$ cat config.mk
export PLATFORM = sky130hd
export DESIGN_NAME = bht_predictor_flat
export DESIGN_NICKNAME = d
export VERILOG_FILES = /design/src/rtl/bp_pkg.sv /design/src/rtl/bht_predictor_if.sv /design/src/rtl/bp_opdecode.sv /design/src/rtl/bht_predictor.sv /design/src/flat_wrapper.sv
export SDC_FILE = /design/constraint.sdc
export NUM_CORES = 1
export LEC_CHECK = 0
export BUFFER_PORTS_ARGS = -buffer_cell sky130_fd_sc_hd__buf_2
export CAP_MARGIN = 20
export CORE_AREA = 2 2 116 118
export DETAILED_ROUTE_END_ITERATION = 10
export DIE_AREA = 0 0 118 120
export PLACE_DENSITY = 0.69
export SKIP_CTS_REPAIR_TIMING = 1
export SYNTH_ARGS = -nofsm -noshare
export SYNTH_HDL_FRONTEND = slang
export SYNTH_SLANG_ARGS = --single-unit
$ cat constraint.sdc
create_clock -name clk -period 3.5 [get_ports clk]
set_input_delay 0.35 -clock clk [delete_from_list [all_inputs] [get_ports clk]]
set_output_delay 0.35 -clock clk [all_outputs]
set_load 0.02 [all_outputs]
$ cat src/rtl/bp_pkg.sv
// Shared branch-predictor definitions: MIPS opcode constants, the table
// initialisation FSM states and the saturating counter update.
package bp_pkg;

    localparam logic [5:0] OP_BZ   = 6'd1;
    localparam logic [5:0] OP_J    = 6'd2;
    localparam logic [5:0] OP_JAL  = 6'd3;
    localparam logic [5:0] OP_BEQ  = 6'd4;
    localparam logic [5:0] OP_BNE  = 6'd5;
    localparam logic [5:0] OP_BLEZ = 6'd6;
    localparam logic [5:0] OP_BGTZ = 6'd7;

    typedef enum logic {
        INIT = 1'b0,
        RUN  = 1'b1
    } bp_state_t;

    // Counters are at most 4 bits wide; cnt_w selects the live width so one
    // function serves every CNT_W in 2..4.
    function automatic logic [3:0] sat_update(input logic [3:0] cnt,
                                              input logic       taken,
                                              input int         cnt_w);
        logic [3:0] max_val;
        max_val = 4'((5'd1 << cnt_w) - 5'd1);
        if (taken)
            return (cnt == max_val) ? cnt : cnt + 4'd1;
        else
            return (cnt == 4'd0) ? cnt : cnt - 4'd1;
    endfunction

endpackage

$ cat src/rtl/bht_predictor_if.sv
// Fetch-side prediction and resolve-side training signals of bht_predictor.
// The pipeline drives it through the master modport, the predictor is the slave.
interface bht_predictor_if #(
    parameter int IDX_W = 6
);
    logic [31:0]      fetch_pc;
    logic [31:0]      fetch_instr;
    logic             takebr;
    logic             takej;
    logic [IDX_W-1:0] pred_idx;
    logic             upd_valid;
    logic [IDX_W-1:0] upd_idx;
    logic             upd_taken;
    logic             ready;

    modport master (
        output fetch_pc, fetch_instr, upd_valid, upd_idx, upd_taken,
        input  takebr, takej, pred_idx, ready
    );

    modport slave (
        input  fetch_pc, fetch_instr, upd_valid, upd_idx, upd_taken,
        output takebr, takej, pred_idx, ready
    );
endinterface

$ cat src/rtl/bp_opdecode.sv
// Opcode classifier: conditional branch vs J/JAL. Opcode 0 (JR/JALR and
// ALU ops) is neither, so register jumps are never predicted.
module bp_opdecode
    import bp_pkg::*;
(
    input  logic [31:0] instr,
    output logic        isbranch,
    output logic        isjump
);
    logic [5:0] opcode;
    logic       unused_instr_bits;

    assign opcode            = instr[31:26];
    assign unused_instr_bits = ^instr[25:0];

    assign isbranch = (opcode == OP_BZ)  || (opcode == OP_BEQ)  ||
                      (opcode == OP_BNE) || (opcode == OP_BLEZ) ||
                      (opcode == OP_BGTZ);
    assign isjump   = (opcode == OP_J) || (opcode == OP_JAL);
endmodule

$ cat src/rtl/bht_predictor.sv
// Branch history table predictor: per-index saturating counters, walked to
// weakly not-taken after reset, trained from the resolve stage.
// Optional feature macro: BHT_GSHARE_EN (XOR a global history into the
// fetch index).
module bht_predictor
    import bp_pkg::*;
#(
    parameter int IDX_W = 6,
    parameter int CNT_W = 2
) (
    input  logic           clk,
    input  logic           rst,
    bht_predictor_if.slave bus
);
    localparam int              DEPTH    = 1 << IDX_W;
    localparam logic [CNT_W-1:0] INIT_VAL = CNT_W'((1 << (CNT_W - 1)) - 1);

    bp_state_t        state_q, state_d;
    logic [IDX_W-1:0] init_idx_q, init_idx_d;
    logic [CNT_W-1:0] table_q [DEPTH];

    logic             isbranch, isjump;
    logic             ready, upd_fire;
    logic [IDX_W-1:0] pc_idx, pred_idx;
    logic [CNT_W-1:0] upd_next;
    logic             unused_pc_bits;

    bp_opdecode u_opdecode (
        .instr    (bus.fetch_instr),
        .isbranch (isbranch),
        .isjump   (isjump)
    );

    assign ready          = (state_q == RUN);
    assign upd_fire       = ready & bus.upd_valid;
    assign pc_idx         = bus.fetch_pc[IDX_W+1:2];
    assign unused_pc_bits = ^{bus.fetch_pc[31:IDX_W+2], bus.fetch_pc[1:0]};

`ifdef BHT_GSHARE_EN
    logic [IDX_W-1:0] history_q;

    // Global outcome history, shifted once per accepted training update.
    always_ff @(posedge clk or posedge rst) begin
        if (rst)
            history_q <= '0;
        else if (upd_fire)
            history_q <= {history_q[IDX_W-2:0], bus.upd_taken};
    end

    assign pred_idx = pc_idx ^ history_q;
`else
    assign pred_idx = pc_idx;
`endif

    // FSM and init-walk registers.
    // NOTE: sequential state uses <= so every register samples pre-edge values.
    always_ff @(posedge clk or posedge rst) begin
        if (rst) begin
            state_q    <= INIT;
            init_idx_q <= '0;
        end else begin
            state_q    <= state_d;
            init_idx_q <= init_idx_d;
        end
    end

    // Next-state: INIT walks every entry once, then RUN holds until reset.
    // NOTE: hold values are assigned first so no path leaves an output unassigned (no latch).
    always_comb begin
        state_d    = state_q;
        init_idx_d = init_idx_q;
        case (state_q)
            INIT: begin
                init_idx_d = init_idx_q + 1'b1;
                if (init_idx_q == IDX_W'(DEPTH - 1))
                    state_d = RUN;
            end
            RUN: ;
        endcase
    end

    assign upd_next = CNT_W'(sat_update(4'(table_q[bus.upd_idx]), bus.upd_taken, CNT_W));

    // Table writes: init fill during INIT, at most one training update in RUN.
    // NOTE: the counter array has no reset; the INIT walk overwrites every entry instead.
    always_ff @(posedge clk) begin
        if (state_q == INIT)
            table_q[init_idx_q] <= INIT_VAL;
        else if (upd_fire)
            table_q[bus.upd_idx] <= upd_next;
    end

    assign bus.ready    = ready;
    assign bus.pred_idx = pred_idx;
    assign bus.takej    = isjump;
    assign bus.takebr   = ready & isbranch & table_q[pred_idx][CNT_W-1];
endmodule

$ cat src/flat_wrapper.sv
// flat-port wrapper written by rule: the top's interface ports become plain ports
module bht_predictor_flat import bp_pkg::*;
#(
    parameter int IDX_W = 6,
    parameter int CNT_W = 2
)
  (clk, rst, bus_fetch_pc, bus_fetch_instr, bus_upd_valid, bus_upd_idx, bus_upd_taken, bus_takebr, bus_takej, bus_pred_idx, bus_ready);
  bht_predictor_if #(.IDX_W(IDX_W)) bus_i ();
  input  logic clk;
  input  logic rst;
  input wire logic [$bits(bus_i.fetch_pc)-1:0] bus_fetch_pc;
  input wire logic [$bits(bus_i.fetch_instr)-1:0] bus_fetch_instr;
  input wire logic [$bits(bus_i.upd_valid)-1:0] bus_upd_valid;
  input wire logic [$bits(bus_i.upd_idx)-1:0] bus_upd_idx;
  input wire logic [$bits(bus_i.upd_taken)-1:0] bus_upd_taken;
  output wire logic [$bits(bus_i.takebr)-1:0] bus_takebr;
  output wire logic [$bits(bus_i.takej)-1:0] bus_takej;
  output wire logic [$bits(bus_i.pred_idx)-1:0] bus_pred_idx;
  output wire logic [$bits(bus_i.ready)-1:0] bus_ready;
  assign bus_i.fetch_pc = bus_fetch_pc;
  assign bus_i.fetch_instr = bus_fetch_instr;
  assign bus_i.upd_valid = bus_upd_valid;
  assign bus_i.upd_idx = bus_upd_idx;
  assign bus_i.upd_taken = bus_upd_taken;
  assign bus_takebr = bus_i.takebr;
  assign bus_takej = bus_i.takej;
  assign bus_pred_idx = bus_i.pred_idx;
  assign bus_ready = bus_i.ready;
  bht_predictor #(.IDX_W(IDX_W), .CNT_W(CNT_W)) u_core (.clk(clk), .rst(rst), .bus(bus_i));
endmodule
# ---- After elaboration in Yosys (flattened, before gate mapping)
# Memory sizes are Yosys's and may differ from the RTL's.
# Cells that the tools add are included.
dict set report op_classes {
  add_sub_neg 3
  eq_ne 9
  mux 12
  bitwise 3
  reduce_logical 7
}
# operator count
set ops {}
lappend ops {{6-bit by 3-bit equality test with 1-bit output (second input constant)} 4}
lappend ops {{6-bit by 2-bit equality test with 1-bit output (second input constant)} 2}
lappend ops {{2-bit 2-to-1 mux} 4}
lappend ops {{1-bit 2-to-1 mux} 7}
lappend ops {{6-bit by 1-bit adder with 6-bit output (second input constant)} 1}
lappend ops {{6-bit by 1-bit equality test with 1-bit output (second input constant)} 1}
lappend ops {{6-bit equality test (second input constant)} 1}
lappend ops {{6-bit 2-to-1 mux} 1}
lappend ops {{1-bit logical OR} 5}
lappend ops {{1-bit bitwise AND} 3}
lappend ops {{2-bit by 1-bit adder with 2-bit output (second input constant)} 1}
lappend ops {{2-bit equality test (second input constant)} 1}
lappend ops {{2-bit zero test} 1}
lappend ops {{2-bit OR reduction} 1}
lappend ops {{2-bit by 1-bit subtractor with 2-bit output (second input constant)} 1}
dict set report totals {
  reg_bits 7
  mem_bits_rw 128
  input_bits 74
  out_inout_bits 9
  wordCells 37
  memories 1
}
# name depth width rd rd_clocked_by_memory_dff write_ports line_no
set memory_table {}
lappend memory_table {u_core.table_q 64 2 2 0 1 bht_predictor.sv:20} ;# logic [CNT_W-1:0] table_q [DEPTH];

# ---- Logic depth before layout (Yosys ltp)
# Gate-level depths: netlist of the first run.
dict set report logic_depth {
  ltp_word 7
  ltp_mapped 8
  depth_no_buf 6
}

# ---- Hierarchy
# Synthesis of the first run repeated with hierarchy kept, for this count alone.
dict set report unflattened {
  hier_cells 402
  area_unflattened_um2 6433.7
}
# module instances cells_per_inst area_per_inst_um2 seq_area_each_um2
set modules_own_cells {}
lappend modules_own_cells {bht_predictor 1 397 6394.9 4018.9}
lappend modules_own_cells {bp_opdecode 1 5 38.8 0.0}

# ---- Worst setup path after synthesis of the first run
# OpenSTA, ideal clock, no wires.
dict set report synth_path {
  path_type {in2reg}
  start {input bus_upd_idx[0]}
  end {memory u_core.table_q[0][0] (data pin)}
  setup_time_ns 0.377
  arrival_ns 2.916
  required_time_ns 3.123
  path_slack_ns 0.207
  cell_stages 8
  path_buffers 2
  cell_sequence {buf_2 > buf_2 > mux4_2 > o22ai_1 > nor4_1 > mux2_2 > nor3_1 > o31a_1}
}
dict set report synth_between {
  elab_chain_cells 5
  word_cells_on_any_way 9
  classes_between {add/sub (2); eq/ne (1); mux (4); reduce/logical (1); memory (1)}
}
# element line_no
set synth_rtl {}
lappend synth_rtl {{start: declaration} flat_wrapper.sv:14} ;# input wire logic [$bits(bus_i.upd_idx)-1:0] bus_upd_idx;
lappend synth_rtl {{memory 64 x 2 bit (*)} --}
lappend synth_rtl {{2-bit by 1-bit subtractor with 2-bit output, or another cell as far along} bp_pkg.sv:28} ;# return (cnt == 4'd0) ? cnt : cnt - 4'd1;
lappend synth_rtl {{2-bit 2-to-1 mux, on equally long branches} {bp_pkg.sv:28, bp_pkg.sv:26}}
lappend synth_rtl {{2-bit 2-to-1 mux (*)} bp_pkg.sv:25} ;# if (taken)
lappend synth_rtl {{2-bit 2-to-1 mux (no source line) (*)} --}
lappend synth_rtl {{end: declaration} bht_predictor.sv:20}
# Mark *: on every way between the ends. The rest lies on a longest branch, timed or not.

==> results of run 1 <==
==> power by group through the flow <==
| stage | clock [mW] | combinational [mW] | sequential, mW |
|---|---|---|---|
| 6_report | 1.73 | 0.129 | 1.74 |
| 2_1_floorplan | 0 | 0.0872 | 1.77 |
| 5_1_grt | 1.83 | 0.138 | 1.74 |
| 4_1_cts | 1.75 | 0.129 | 1.74 |
| 3_5_place_dp | 0 | 0.129 | 1.77 |
| 3_3_place_gp | 0 | 0.128 | 1.77 |
==> flip-flops by register name (all words and copies together) (netlist names) <==
register and count:
u_core.table_q 128, u_core.init_idx_q 6, u_core.bus.ready 1
==> Yosys cell counts, drive strengths merged, types with 2 or more instances <==
cell type  count
edfxtp       128
nor2          66
mux4          53
nand2         23
buf           16
clkbuf        12
o22ai          8
dfrtp          7
mux2i          7
nand3          7
nand3b         6
or3            6
inv            5
o21ai          5
a21oi          4
nand2b         4
xnor2          4
o21a           3
or3b           3
a21o           2
a31o           2
mux2           2
nor2b          2
nor3           2
nor4           2
o21bai         2
o31a           2
o31ai          2
==> worst paths after layout <==
kind / from / to / slack (ps) / depth (start not counted)
max: u_core.table_q[63][1]$_DFFE_PP_ / bus_takebr / 490 / 5
min: rst / u_core.init_idx_q[1]$_DFFE_PP0N_ / 400 / 3
max reg2reg: u_core.table_q[37][1]$_DFFE_PP_ / u_core.table_q[27][0]$_DFFE_PP_ / 550 / 7
min reg2reg: u_core.init_idx_q[0]$_DFFE_PP0N_ / u_core.init_idx_q[0]$_DFFE_PP0N_ / 490 / 1
max in group asynchronous: rst / u_core.init_idx_q[4]$_DFFE_PP0N_ / 2890 / 3
min in group clk: u_core.init_idx_q[0]$_DFFE_PP0N_ / u_core.init_idx_q[0]$_DFFE_PP0N_ / 490 / 1
==> critical path, cell delays in order, from the launching register on <==
cell and delay [ps]:
edfxtp_1 390, mux4_2 510, mux4_2 500, mux4_2 520
nor4bb_1 170, buf_2 160
==> stage by stage <==
stage	power, mW	hold WS, ps
floorplan	1.86	153
finish	3.60	399
global placement	1.90	280
detailed placement	1.90	287
CTS	3.62	-163
global route	3.71	421
==> metal layers <==
metal,up-vias,track usage
met3,17,0.0732
li1,1639,-
met5,-,0
met2,152,0.356
met1,1921,0.278
met4,0,0.0708
==> final cells by class <==
type | count | area, um2 | area share
clock buffer | 19 | 433 | 0.0597
clock inverter | 12 | 135 | 0.0186
inverter | 5 | 18.8 | 0.00259
multi-input combinational | 229 | 2160 | 0.298
sequential | 135 | 4020 | 0.554
tap | 176 | 220 | 0.0304
timing repair buffer | 41 | 260 | 0.0359
==> cells by family (layout without fill, tap and decap cells) <==
logic type,after synthesis,count (layout),share of synthesized area
mux,62,62,0.203
compound gates,35,35,0.0379
fa+ha+maj,1,1,0.00197
xor+xnor,5,5,0.00690
buf+inv,33,77,0.0258
flops,135,135,0.633
simple gates,126,126,0.0913
==> flow_summary.json, run 1 <==
{
  "grt_pass1_wl_mm": 21.9,
  "yosysSeqAreaShare": 0.633,
  "period_share": 0.861,
  "place_inst": 585,
  "ys.warnings.count": 0,
  "p_leak_nw": 1.99,
  "drc": 0,
  "worst_setup_path_start_kind": "flop",
  "stdcell_count": 617,
  "finClkSkew_ps": 11.1,
  "status": "finished clean",
  "p_per_area_mw_per_mm2": 496,
  "synth_edf_count": 128,
  "setup_viol": 0,
  "rows": 42,
  "wl_per_cell_um": 23.3,
  "syn_to_final_growth_pct": 14.3,
  "synth.distinct_cells": 43,
  "slew_headroom": 0.535,
  "htreeDepth": 4,
  "grtUsageTotal": 0.218,
  "drive_gt1_frac": 0.286,
  "max-cap-violations": 0,
  "place_area_mm2": 0.00667,
  "vias": 3729,
  "fill_cells": 1028,
  "synth.avg_cell_area_um2": 16.0,
  "synth_top_area_share": 0.606,
  "worstPathArrival_ps": 2660,
  "cts_max_path_buffers": 2,
  "clk_latency_ps": 420,
  "hold_violations": 0,
  "clk_pin_slew_ps": 60,
  "combPwrFrac": 0.036,
  "synth-seq-cells": 135,
  "boundaryPins": 83,
  "io_buffers": 30,
  "dp_hpwl_mm": 9.40,
  "syn-num-nets": 472,
  "worstMarginPinSlew_ps": 690,
  "cts.sinks": 135,
  "hold_path.class": "in -> async",
  "wl_met1_mm": 5.83,
  "nNetsFinal": 504,
  "critPathCaptureType": "output port",
  "tns_ps": 0,
  "ys.flop_type": "edfxtp_1",
  "ys_top_cells_by_area": "edfxtp_1 61%, mux4_2 19%, nor2_1 3.9%, dfrtp_1 2.8%, nand2_1 1.4%",
  "async_flop_share": 0.0519,
  "core_mm2": 0.0130,
  "wl_met3_mm": 1.02,
  "numCtsBuffers": 17,
  "layout_commonest_cell": "edfxtp_1",
  "drt-total-wl_mm": 14.4,
  "grt_pass1_vias": 3739,
  "period_minus_slack_ps": 3010,
  "grt_start_max_net_pins": 65,
  "drtIter0Drc": 403,
  "synth_top_area_cell": "edfxtp_1",
  "via_per_inst": 6.04,
  "clkPwrFrac": 0.480,
  "top_layer": "met4",
  "antenna_cells": 0,
  "grt.overflow.total": 0,
  "fin_util": 0.559,
  "p_int_mw": 2.90,
  "initial_core_util": 0.489,
  "maxSlewViolCount": 0,
  "gp_congestion": 0.795,
  "die_h_um": 120,
  "syn_inst": 397,
  "switchingPower_mw": 0.702,
  "ir_drop_mv": 0.267,
  "p_seq_frac": 0.484,
  "cts_tree": "built",
  "power_switching_share": 0.195,
  "worst_slack_ps": 488,
  "dp_slack_ps": 265,
  "fmax_mhz": 332,
  "mappedNetlistArea_mm2": 0.00634,
  "met2_wirelength_mm": 7.28,
  "critPathKind": "reg -> out",
  "ant_nets": 0,
  "cts_root_buffer": "clkbuf_16",
  "antenna_found_initial": 0,
  "mostFrequentLayoutCells": "128 x edfxtp_1, 66 x nor2_1, 53 x mux4_2, 30 x buf_2, 23 x nand2_1",
  "die_w_um": 118,
  "dr.pass1.iters": 7,
  "die_area_mm2": 0.0142,
  "required_ps": 3150,
  "rsz0062_at_grt": "false",
  "final_area_mm2": 0.00725,
  "crit_fanout": 2
}
No activity file was read; power rests on OpenSTA's default activity.
==> run 2: changes to the inputs <==
- RECOVER_POWER: not set -> 50
==> flow_summary.json, run 2 (same netlist as run 1, synthesis figures left out) <==
{
  "fill_cells": 1033,
  "r2r_slack_ps": 550,
  "ir_drop_mv": 0.267,
  "place_area_mm2": 0.00667,
  "cts_tree": "built",
  "antenna_found_initial": 0,
  "clk_pin_slew_ps": 50,
  "p_leak_nw": 1.97,
  "die_h_um": 120,
  "multi_input_area_mm2": 0.00216,
  "setup_viol": 0,
  "critPathSlowestCell": "mux4_2",
  "period_minus_slack_ps": 3010,
  "reg2reg_depth": 7,
  "met2_wirelength_mm": 7.22,
  "critPathCaptureType": "output port",
  "drtIter0Drc": 421,
  "dr.pass1.iters": 7,
  "stdcell_count": 617,
  "rows": 42,
  "numCtsBuffers": 17,
  "worstMarginPinSlew_ps": 689,
  "cts.sinks": 135,
  "drt-total-wl_mm": 14.4,
  "drive_gt1_frac": 0.272,
  "path_common_cell": "mux4_2",
  "largest_reg_flops": 128,
  "fin_util": 0.558,
  "place_inst": 585,
  "register_area_mm2": 0.00402,
  "grt_pass1_wl_mm": 21.9,
  "via_per_inst": 6.03,
  "maxSlewViolCount": 0,
  "tns_ps": 0,
  "cpPeakStageDelay_ps": 530,
  "p_per_area_mw_per_mm2": 497,
  "fmax_mhz": 332,
  "layout_commonest_cell": "edfxtp_1",
  "wl_met3_mm": 1.12,
  "period_share": 0.861,
  "gp_congestion": 0.795,
  "final_area_mm2": 0.00724,
  "dp_slack_ps": 265,
  "worst_setup_path_start_kind": "flop",
  "cp-endpoint": "bus_takebr",
  "antenna_cells": 0,
  "worstPathArrival_ps": 2660,
  "top_layer": "met4",
  "vias": 3720,
  "cts_max_path_buffers": 2,
  "ant_nets": 0,
  "grt_start_max_net_pins": 65,
  "cts_root_buffer": "clkbuf_16",
  "finClkSkew_ps": 12.9,
  "clk_latency_ps": 420,
  "r2r_start": "u_core.table_q[37][1]$_DFFE_PP_",
  "initial_core_util": 0.489,
  "grt.overflow.total": 0,
  "wl_per_cell_um": 23.3,
  "dp_hpwl_mm": 9.40,
  "die_w_um": 118,
  "grtUsageTotal": 0.218,
  "crit_start": "u_core.table_q[55][1]$_DFFE_PP_",
  "crit_fanout": 2,
  "hold_violations": 0,
  "critPathKind": "reg -> out",
  "max-cap-violations": 0,
  "required_ps": 3150,
  "rsz0062_at_grt": "false",
  "grt_pass1_vias": 3739,
  "die_area_mm2": 0.0142,
  "drc": 0,
  "reg2reg_to": "u_core.table_q[27][0]$_DFFE_PP_",
  "worst_slack_ps": 486,
  "regMostFlops": "u_core.table_q",
  "mostFrequentLayoutCells": "128 x edfxtp_1, 66 x nor2_1, 53 x mux4_2, 24 x buf_2, 23 x nand2_1",
  "hold_path.class": "in -> async",
  "nNetsFinal": 504,
  "slew_headroom": 0.536,
  "core_mm2": 0.0130,
  "syn_to_final_growth_pct": 14.1,
  "htreeDepth": 4,
  "wl_met1_mm": 5.76,
  "status": "finished clean",
  "io_buffers": 30,
  "boundaryPins": 83,
  "crit_chain": "mux4_2, mux4_2, mux4_2, nor4bb_1, buf_2"
}
run 2: changes by cell type in the layout (fill, tap and decap cells not counted), sizes merged:
cell,before,now
buf,40,34
clkbuf,19,25
run 2: critical path: cells and delay by family (launching register included):
kind	cells	cell delay, ps
buffers and inverters	1	160
muxes	3	1530
DFF	1	390
and+or+nand+nor	1	170
run 2: where the power goes:
part           internal, mW  leakage (nW)  total (mW)  switching [mW]
Clock                  1.10         0.273        1.73           0.628
Sequential             1.74         0.982        1.74               0
Combinational        0.0546         0.712       0.129          0.0740
Total                  2.90          1.97        3.60           0.702
run 2: routing by layer:
metal	global-route usage	up-vias
li1	-	1637
met1	0.278	1902
met2	0.356	162
met3	0.0732	19
met4	0.0708	0
met5	0	-
run 2: worst min path at each step:
stage               start                          endpoint  slack (ps)
floorplan             rst        u_core.bus.ready$_DFF_PP0_         150
global placement      rst  u_core.init_idx_q[0]$_DFFE_PP0N_         280
detailed placement    rst  u_core.init_idx_q[1]$_DFFE_PP0N_         290
CTS                   rst  u_core.init_idx_q[0]$_DFFE_PP0N_        -160
global route          rst  u_core.init_idx_q[2]$_DFFE_PP0N_         420
finish                rst  u_core.init_idx_q[1]$_DFFE_PP0N_         400
run 2: per-stage QoR:
step	hold WS, ps	power [mW]
after floorplan	153	1.86
after global placement	280	1.90
after detailed placement	287	1.90
after CTS	-163	3.62
after global routing	421	3.71
final	401	3.60
run 2: final cells by class:
cell class              instances  area share
repair buffers                 41      0.0349
flip-flops and latches        135       0.555
inverters                       5     0.00259
clock inverters                12      0.0187
clock buffers                  19      0.0598
well taps                     176      0.0304
multi-input cells             229       0.299
